**src/rtl/fetch_stage_pkg.sv**
```systemverilog
// Shared definitions for the fetch stage: bubble word, reset PC default,
// FSM state encoding and the sequential PC increment helper.
package fetch_stage_pkg;

    localparam logic [31:0] NOP_INSTR_DEFAULT = 32'h0000_0000;
    localparam logic [31:0] RESET_PC_DEFAULT  = 32'h0000_0000;
    localparam logic [31:0] PC_STEP           = 32'h0000_0004;

    // FETCH: requesting from instruction memory.
    // HOLD : one fetched word parked in the buffer, no request.
    typedef enum logic {
        FETCH = 1'b0,
        HOLD  = 1'b1
    } fetch_state_e;

    // Sequential next PC; wraps naturally modulo 2^32.
    function automatic logic [31:0] pc_next_seq(input logic [31:0] pc);
        return pc + PC_STEP;
    endfunction

endpackage

```
**src/rtl/fetch_stage_pc_reg.sv**
```systemverilog
// Program counter register with synchronous reset, redirect load and
// sequential increment (priority: reset > load > increment > hold).
module fetch_stage_pc_reg
    import fetch_stage_pkg::*;
#(
    parameter logic [31:0] RESET_PC = RESET_PC_DEFAULT
) (
    input  logic        clk,
    input  logic        rst,
    input  logic        load,
    input  logic [31:0] load_val,
    input  logic        inc,
    output logic [31:0] pc,
    output logic [31:0] pc_plus4
);

    assign pc_plus4 = pc_next_seq(pc);

    // PC update: reset, branch redirect, or advance past a consumed fetch.
    always_ff @(posedge clk) begin
        if (rst) begin
            pc <= RESET_PC;
        end else if (load) begin
            pc <= load_val;
        end else if (inc) begin
            pc <= pc_plus4;
        end else begin
            pc <= pc;
        end
    end

endmodule

```
**src/rtl/fetch_stage.sv**
```systemverilog
// Instruction fetch stage: drives instruction memory from the PC, fills the
// IF/ID register, parks one word when decode stalls, and handles redirects.
module fetch_stage
    import fetch_stage_pkg::*;
#(
    parameter logic [31:0] RESET_PC  = RESET_PC_DEFAULT,
    parameter logic [31:0] NOP_INSTR = NOP_INSTR_DEFAULT
) (
    input  logic        clk,
    input  logic        rst,
    input  logic        enable,
    input  logic        PCWrite,
    input  logic        IFIDWrite,
    input  logic        imem_en,
    input  logic        BranchTaken,
    input  logic [31:0] BranchTarget,
    output logic [31:0] imem_addr,
    output logic        imem_req,
    input  logic [31:0] imem_rdata,
    input  logic        imem_wait,
    output logic [31:0] Instr,
    output logic [31:0] IFIDPC4,
    output logic        IFIDValid
);

    fetch_state_e state_r;
    fetch_state_e state_next_s;
    logic [31:0]  pc_s;
    logic [31:0]  pc_plus4_s;
    logic [31:0]  buf_instr_r;
    logic [31:0]  buf_pc4_r;
    logic         fire_s;
    logic         pc_load_s;
    logic         pc_inc_s;

    assign imem_req  = (state_r == FETCH) & enable & imem_en & ~BranchTaken & ~rst;
    assign fire_s    = imem_req & ~imem_wait;
    assign imem_addr = pc_s;

    // The PC only moves when a completed fetch is actually consumed (IF/ID or buffer).
    assign pc_load_s = enable & BranchTaken;
    assign pc_inc_s  = enable & ~BranchTaken & fire_s & PCWrite;

    fetch_stage_pc_reg #(
        .RESET_PC (RESET_PC)
    ) u_pc_reg (
        .clk      (clk),
        .rst      (rst),
        .load     (pc_load_s),
        .load_val (BranchTarget),
        .inc      (pc_inc_s),
        .pc       (pc_s),
        .pc_plus4 (pc_plus4_s)
    );

    // Next-state logic: park on a fetch that decode cannot accept, drain when it can.
    always_comb begin
        state_next_s = state_r;
        if (!enable) begin
            state_next_s = state_r;
        end else if (BranchTaken) begin
            state_next_s = FETCH;
        end else begin
            case (state_r)
                FETCH: begin
                    if (fire_s && PCWrite && !IFIDWrite) begin
                        state_next_s = HOLD;
                    end else begin
                        state_next_s = FETCH;
                    end
                end
                HOLD: begin
                    if (IFIDWrite) begin
                        state_next_s = FETCH;
                    end else begin
                        state_next_s = HOLD;
                    end
                end
                default: state_next_s = FETCH;
            endcase
        end
    end

    // State register.
    always_ff @(posedge clk) begin
        if (rst) begin
            state_r <= FETCH;
        end else begin
            state_r <= state_next_s;
        end
    end

    // IF/ID register and one-entry skid buffer.
    always_ff @(posedge clk) begin
        if (rst) begin
            Instr       <= NOP_INSTR;
            IFIDPC4     <= 32'h0000_0000;
            IFIDValid   <= 1'b0;
            buf_instr_r <= 32'h0000_0000;
            buf_pc4_r   <= 32'h0000_0000;
        end else if (!enable) begin
            Instr       <= Instr;
            IFIDPC4     <= IFIDPC4;
            IFIDValid   <= IFIDValid;
            buf_instr_r <= buf_instr_r;
            buf_pc4_r   <= buf_pc4_r;
        end else if (BranchTaken) begin
            // Flush: bubble into decode, drop anything parked or arriving.
            Instr       <= NOP_INSTR;
            IFIDValid   <= 1'b0;
            buf_instr_r <= 32'h0000_0000;
            buf_pc4_r   <= 32'h0000_0000;
        end else begin
            case (state_r)
                FETCH: begin
                    if (!PCWrite && IFIDWrite) begin
                        // Branch sitting in decode: insert a bubble, the fetched word is refetched.
                        Instr     <= NOP_INSTR;
                        IFIDValid <= 1'b0;
                    end else if (fire_s && PCWrite && IFIDWrite) begin
                        Instr     <= imem_rdata;
                        IFIDPC4   <= pc_plus4_s;
                        IFIDValid <= 1'b1;
                    end else if (fire_s && PCWrite) begin
                        buf_instr_r <= imem_rdata;
                        buf_pc4_r   <= pc_plus4_s;
                    end else begin
                        Instr <= Instr;
                    end
                end
                HOLD: begin
                    if (IFIDWrite) begin
                        Instr     <= buf_instr_r;
                        IFIDPC4   <= buf_pc4_r;
                        IFIDValid <= 1'b1;
                    end else begin
                        Instr <= Instr;
                    end
                end
                default: begin
                    Instr <= Instr;
                end
            endcase
        end
    end

endmodule

```
**config.mk**
```make
export PLATFORM = sky130hd
export DESIGN_NAME = fetch_stage
export DESIGN_NICKNAME = d
export VERILOG_FILES = /design/src/rtl/fetch_stage_pkg.sv /design/src/rtl/fetch_stage_pc_reg.sv /design/src/rtl/fetch_stage.sv
export SDC_FILE = /design/constraint.sdc
export NUM_CORES = 1
export LEC_CHECK = 0
export CAP_MARGIN = 10
export CORE_UTILIZATION = 30
export DETAILED_ROUTE_END_ITERATION = 16
export PLACE_DENSITY_LB_ADDON = 0.2
export SLEW_MARGIN = 30
export SYNTH_ARGS = -nofsm -noshare
export SYNTH_HDL_FRONTEND = slang
export SYNTH_HIERARCHICAL = 1
export SYNTH_SLANG_ARGS = --single-unit
```
**constraint.sdc**
```tcl
create_clock -name clk -period 7 [get_ports clk]
set_input_delay 1.4 -clock clk [delete_from_list [all_inputs] [get_ports clk]]
set_output_delay 1.4 -clock clk [all_outputs]
set_load 0.01 [all_outputs]
```
======== After elaboration in Yosys (flattened, before gate mapping) ========
Index checks and enable logic that the tools add are counted.
storage, ports and cells
  bits in registers ....................... 162
  input port bits ......................... 72
  output and inout port bits .............. 98
cells by class
  add/subtract/negate cells ............... 1
  equal/unequal tests ..................... 8
  muxes and demuxes ....................... 30
  bitwise logic cells ..................... 13
  reductions and logical operators ........ 11
operators by type and width
  kind                   number
  $mux 32                19
  $pmux 32 s2            2
  $add 32x3->32 const B  1
  $ne 2x2->1 const B     5
  $reduce_and 5->1       2
  $and 1x1->1            9
  $mux 1                 7
  $logic_and 1x1->1      4
  $ne 4x2->1 const B     1
  $not 1->1              4
  $pmux 1 s2             2
  $reduce_bool 2->1      2
  $ne 3x3->1 const B     1
  $reduce_and 3->1       1
  $logic_not 1->1        2
  $ne 2x1->1 const B     1

======== Longest topological paths before layout ========
  depth in word-level cells ............... 12
  gate-level depth with buffers ........... 10
  gate-level depth less buffers ........... 7

======== Hierarchy ========
The synthesis kept the hierarchy.
modules (own cells, without submodules)
  module              instances  cells each  area each (um^2)  sequential area each (um^2)
  fetch_stage         1          745         6083.3            2602.5
  fetch_stage_pc_reg  1          295         2299.7            640.6

======== Worst setup path after synthesis ========
No wires, ideal clock.
  kind .................................... input to register
  start point ............................. input rst
  end point ............................... register u_pc_reg.pc[26]
  setup time .............................. 0.091 ns
  arrival time ............................ 3.295 ns
  data required time ...................... 6.909 ns
  setup slack ............................. 3.614 ns
  stages on the path ...................... 9
  cell sequence ........................... buf_2 > nor3_4 > nand2_2 > inv_2 > buf_4 > clkbuf_1 > nand2_1 > or4_1 > a311oi_1
between the ends
  longest elaborated chain between the ends .. 6
RTL lines
  element                      RTL line                  source
  from (decl)                  fetch_stage.sv:10         input logic rst,
  $not 1->1                    fetch_stage.sv:36         assign imem_req = (state_r == FETCH) & enable & imem_en & ~BranchTaken & ~rst;
  $and 1x1->1                  fetch_stage.sv:36
  $and 1x1->1                  fetch_stage.sv:37         assign fire_s = imem_req & ~imem_wait;
  $and 1x1->1 (2 in a row)     fetch_stage.sv:42         assign pc_inc_s = enable & ~BranchTaken & fire_s & PCWrite;
  via pc_inc_s                 fetch_stage.sv:34         logic pc_inc_s;
  $reduce_bool 2->1 (no line)  --
  to (signal assigned)         fetch_stage_pc_reg.sv:24  pc <= load_val;
  to (signal assigned)         fetch_stage_pc_reg.sv:26  pc <= pc_plus4;
  to (signal assigned)         fetch_stage_pc_reg.sv:28  pc <= pc;
  to (decl)                    fetch_stage_pc_reg.sv:13  output logic [31:0] pc,
The timed path passes the listed nets, and every way through them passes these cells.
A chain may end at the register's enable or synchronous reset.

======== Worst setup path in the final report ========
  start point ............................. input BranchTaken
  end point ............................... register u_pc_reg.pc[20]
between the ends
  longest elaborated chain between the ends .. 7
RTL lines
  element                      RTL line           source
  from (decl)                  fetch_stage.sv:15  input logic BranchTaken,
  $not 1->1 (no line)          --
  $and 1x1->1 (2 in a row)     fetch_stage.sv:36
  $and 1x1->1                  fetch_stage.sv:37
  $and 1x1->1 (2 in a row)     fetch_stage.sv:42
  $reduce_bool 2->1 (no line)  --
Parallel ways exist; a longest one is shown, timed or not.

==> tab_implementation.tex <==
\begin{tabular}{lr}
\hline
Metric & Value \\
\hline
\multicolumn{2}{l}{\textbf{Clocking}} \\
Resized cells post-CTS & 0 \\
Worst-skew pair later-pin latency & 0.43 ns \\
Hold bufs inserted after CTS & 0 \\
Total setup buffers inserted after CTS & 0 \\
Clock buffer depth & 2 \\
Maximum level of the CTS H-tree & 4 \\
Inserted Clock Buffers & 17 \\
CTS tree & yes \\
Sinks on Clock Net & between 150 and 200 \\
Clock transition at the registers of the reported paths & $\sim$0.070 ns \\
Clock root cell & sky130\_fd\_sc\_hd\_\_clkbuf\_16 \\
\multicolumn{2}{l}{\textbf{Yosys}} \\
Area share of and/or/nand/nor cells after synthesis & approximately a fifth \\
Number of warnings printed during yosys synthesis & 6 \\
Main flop type after synthesis & sky130\_fd\_sc\_hd\_\_dfxtp\_1 \\
Count of distinct cell types in the synthesized netlist & 58 \\
Average footprint of a synthesized cell & $\sim$8 µm² \\
Main combinational cell family by area after synthesis & compound AO/OA/AOI/OAI gates \\
Cell count after synthesis & $\sim$1,000 \\
Number of synthesized register bits & approximately 160 \\
Sequential area share after synthesis & around two fifths \\
Proportion of synthesized flip-flops having asynchronous set or reset & 0\% \\
Count of flip-flops with a built-in enable after synthesis & 0 \\
Compound-cell area share of the yosys netlist & around 26\% \\
Synth Area in Adders & less than 1\% \\
Number of nets in the synthesized netlist & about 1,100 \\
Post-synthesis share of cell area spent on xor and xnor gates & 4.18\% \\
Share of synthesized area spent on multiplexers & 0.478\% \\
Netlist Area Pre-Place & $\sim$8400 µm² \\
\multicolumn{2}{l}{\textbf{Route}} \\
Residual DRC count & 0 \\
Antenna viol nets, final & 0 \\
Total length of routed wires & between 20 and 30 mm \\
Total number of vias & between 7,000 and 8,000 \\
DR WL/cell & 17.3 µm \\
First-pass iteration count of the detailed router & 5 \\
Avg Vias per Cell & 5.17 \\
Drt first-iter violations & about 570 \\
\multicolumn{2}{l}{\textbf{Setup path}} \\
Register-to-Register Path Depth & 7 \\
Required time of the worst setup path & 7.34 ns \\
Crit end category & flip-flop \\
Critical Path AT & 4.82 ns \\
Worst Setup Path Type & in2reg \\
Max FO, Critical Path & 36 \\
Category of the worst setup path launch point & input pin \\
\multicolumn{2}{l}{\textbf{Placement}} \\
Placement Setup Slack & 2.04 ns \\
PortBufs & 169 \\
HPWL after detailed placement & about 17 mm \\
Final estimated routing congestion in global placement & 0.779 \\
\multicolumn{2}{l}{\textbf{Layout}} \\
Area overhead of the layout relative to synthesis & 28.1\% \\
Proportion of layout cells with a drive suffix above 1 & under 10\% \\
Final core area utilization & between 30\% and 40\% \\
Final Net Count & about 1,200 \\
Most frequent standard cell in the layout excluding fill and tap cells & sky130\_fd\_sc\_hd\_\_clkdlybuf4s50\_1 \\
Fill cells & about 2,800 \\
Number of antenna cells inserted & 0 \\
Leading cell types in the layout, fill and taps excluded & sky130\_fd\_sc\_hd\_\_clkdlybuf4s50\_1 (168), sky130\_fd\_sc\_hd\_\_dfxtp\_1 (162), sky130\_fd\_sc\_hd\_\_nand2\_1 (121) \\
\multicolumn{2}{l}{\textbf{Pwr}} \\
Total power divided by cell area & approximately 220 nW/µm² \\
Sum of internal, switching and leakage power & roughly 2.3 mW \\
Maximum vdd drop & 0.101 mV \\
Cell leakage power & about 3.6 nW \\
\multicolumn{2}{l}{\textbf{Floorplanning}} \\
Width of the die & 169 µm \\
Placement row count & 60 \\
Die outline height & approximately 170 µm \\
Placeable core area & between 20,000 and 30,000 µm² \\
Top-level port count & 170 \\
Initial Utilization & roughly 30\% \\
Area enclosed by the die boundary & around 29,000 µm² \\
\multicolumn{2}{l}{\textbf{Global routing}} \\
Remaining global-route overflow & 0 \\
Vias in the first global route & around 7,300 \\
Aggregate global-route resource usage & 18.3\% \\
Initial antenna violation count & 0 \\
Pin count of the biggest net entering global routing & 90 \\
First-pass GRT wire length & slightly above 40 mm \\
\multicolumn{2}{l}{\textbf{Worst hold path}} \\
Count of cells along the worst hold path & 2 \\
Min-delay worst type & reg2reg \\
\multicolumn{2}{l}{\textbf{Timing}} \\
Worst slew slack as a fraction of its limit & a little under two fifths \\
Crit path time final & around 4.5 ns \\
Worst clock skew & 0.0112 ns \\
RSZ-0062 raised after global routing & false \\
Accumulated negative setup slack & 0 ns \\
Hold Fails Final Rpt & 0 \\
Setup violation total in the final timing report & 0 \\
Min setup slack post-route & 2.52 ns \\
Final Max Slew Viols & 0 \\
Fmax & roughly 220 MHz \\
Final critical-path share of the clock period & 63.9\% \\
Worst-Margin Slew & 0.948 ns \\
\multicolumn{2}{l}{\textbf{Outcome}} \\
Outcome & complete, no violations \\
\multicolumn{2}{l}{\textbf{Flow run}} \\
Number of max-capacitance violations reported & 0 \\
\hline
\end{tabular}
==> per-layer routing <==
metal,global-route usage (%),wire (µm),up-vias
li1,-,-,3895
met2,28.2,12100,231
met5,0,0,-
met1,26.4,12900,3748
met3,3.19,1280,8
met4,4.19,130,0
==> worst paths after layout <==
path	from	endpoint	slack (ns)
worst max-delay path	BranchTaken	u_pc_reg/pc[20]	2.52
worst min-delay path	Instr[15]	Instr[15]	0.46
worst max register to register	state_r	u_pc_reg/pc[20]	3.82
worst min register to register	Instr[15]	Instr[15]	0.46
==> synth_stat cells, types with 2 or more instances <==
| cell type | count | area (µm²) |
|---|---|---|
| sky130_fd_sc_hd__o21ai_0 | 2 | 10.0 |
| sky130_fd_sc_hd__o32ai_1 | 31 | 272 |
| sky130_fd_sc_hd__a221oi_1 | 33 | 289 |
| sky130_fd_sc_hd__a311oi_1 | 9 | 78.8 |
| sky130_fd_sc_hd__nor4_1 | 6 | 37.5 |
| sky130_fd_sc_hd__o221ai_1 | 2 | 17.5 |
| sky130_fd_sc_hd__nor2_1 | 63 | 236 |
| sky130_fd_sc_hd__a21o_1 | 3 | 22.5 |
| sky130_fd_sc_hd__or4_1 | 3 | 22.5 |
| sky130_fd_sc_hd__nor2b_1 | 2 | 12.5 |
| sky130_fd_sc_hd__mux2i_1 | 4 | 40.0 |
| sky130_fd_sc_hd__nand2_2 | 2 | 12.5 |
| sky130_fd_sc_hd__and3_1 | 5 | 31.3 |
| sky130_fd_sc_hd__clkbuf_1 | 49 | 184 |
| sky130_fd_sc_hd__buf_1 | 9 | 33.8 |
| sky130_fd_sc_hd__a21oi_1 | 73 | 365 |
| sky130_fd_sc_hd__nand3_1 | 74 | 370 |
| sky130_fd_sc_hd__and4b_1 | 2 | 20.0 |
| sky130_fd_sc_hd__a211oi_1 | 47 | 353 |
| sky130_fd_sc_hd__buf_6 | 8 | 90.1 |
| sky130_fd_sc_hd__xor2_1 | 18 | 158 |
| sky130_fd_sc_hd__a211oi_2 | 30 | 375 |
| sky130_fd_sc_hd__nor4bb_1 | 2 | 20.0 |
| sky130_fd_sc_hd__inv_1 | 114 | 428 |
| sky130_fd_sc_hd__and4_1 | 5 | 43.8 |
| sky130_fd_sc_hd__buf_2 | 30 | 150 |
| sky130_fd_sc_hd__nor3_1 | 16 | 80.1 |
| sky130_fd_sc_hd__nand2_1 | 122 | 458 |
| sky130_fd_sc_hd__buf_4 | 6 | 45.0 |
| sky130_fd_sc_hd__dfxtp_1 | 162 | 3240 |
| sky130_fd_sc_hd__nand2b_1 | 2 | 12.5 |
| sky130_fd_sc_hd__and2_1 | 3 | 18.8 |
| sky130_fd_sc_hd__or3_1 | 4 | 25.0 |
| sky130_fd_sc_hd__nand4_1 | 15 | 93.8 |
| sky130_fd_sc_hd__o31ai_1 | 35 | 263 |
| sky130_fd_sc_hd__xnor2_1 | 22 | 193 |
| sky130_fd_sc_hd__a2111oi_0 | 5 | 43.8 |
| sky130_fd_sc_hd__nand4b_1 | 2 | 17.5 |
==> flip-flops by register name, summed over array words and instances, names as in the netlist <==
name / cells
buf_pc4_r: 32
state_r: 1
Instr: 32
IFIDValid: 1
IFIDPC4: 32
buf_instr_r: 32
u_pc_reg/pc: 32
==> worst max-delay path: stages <==
cell	delay, ns
sky130_fd_sc_hd__clkdlybuf4s50_1	0.53
sky130_fd_sc_hd__and4b_1	0.41
sky130_fd_sc_hd__nand2_2	0.50
sky130_fd_sc_hd__inv_2	0.64
sky130_fd_sc_hd__buf_4	0.38
sky130_fd_sc_hd__nand2_1	0.24
sky130_fd_sc_hd__or4_1	0.44
sky130_fd_sc_hd__a311oi_1	0.25
==> report_power, final <==
| group | total, mW | internal (mW) | switching (mW) |
|---|---|---|---|
| registers | 1.04 | 0.981 | 0.0621 |
| logic | 0.392 | 0.201 | 0.191 |
| clock network | 0.909 | 0.496 | 0.413 |
==> through the flow <==
step,std cells,cell area [µm²],hold slack [ns]
finish,1526,10700,0.461
global route,1526,10700,0.478
floorplan,1040,8380,0.448
global placement,1494,10200,0.449
CTS,1526,10700,0.465
detailed placement,1494,10200,0.455
==> kinds of logic (layout without fill, tap and decap cells) <==
kind of cell,count (synthesis),in the layout
simple gates,337,337
compound gates,279,279
buf+inv,217,331
flops,162,162
xor+xnor,40,40
mux,4,4
fa+ha+maj,1,1
==> final cells by class <==
type	count	area (µm²)	area share, %
Clock buffer	19	433	4.03
Clock inverter	13	126	1.18
Inverter	115	432	4.02
Multi-Input combinational cell	661	4230	39.4
Sequential cell	162	3240	30.2
Tap cell	372	465	4.34
Timing Repair Buffer	184	1810	16.9
Power figures use the tool's default switching activity.
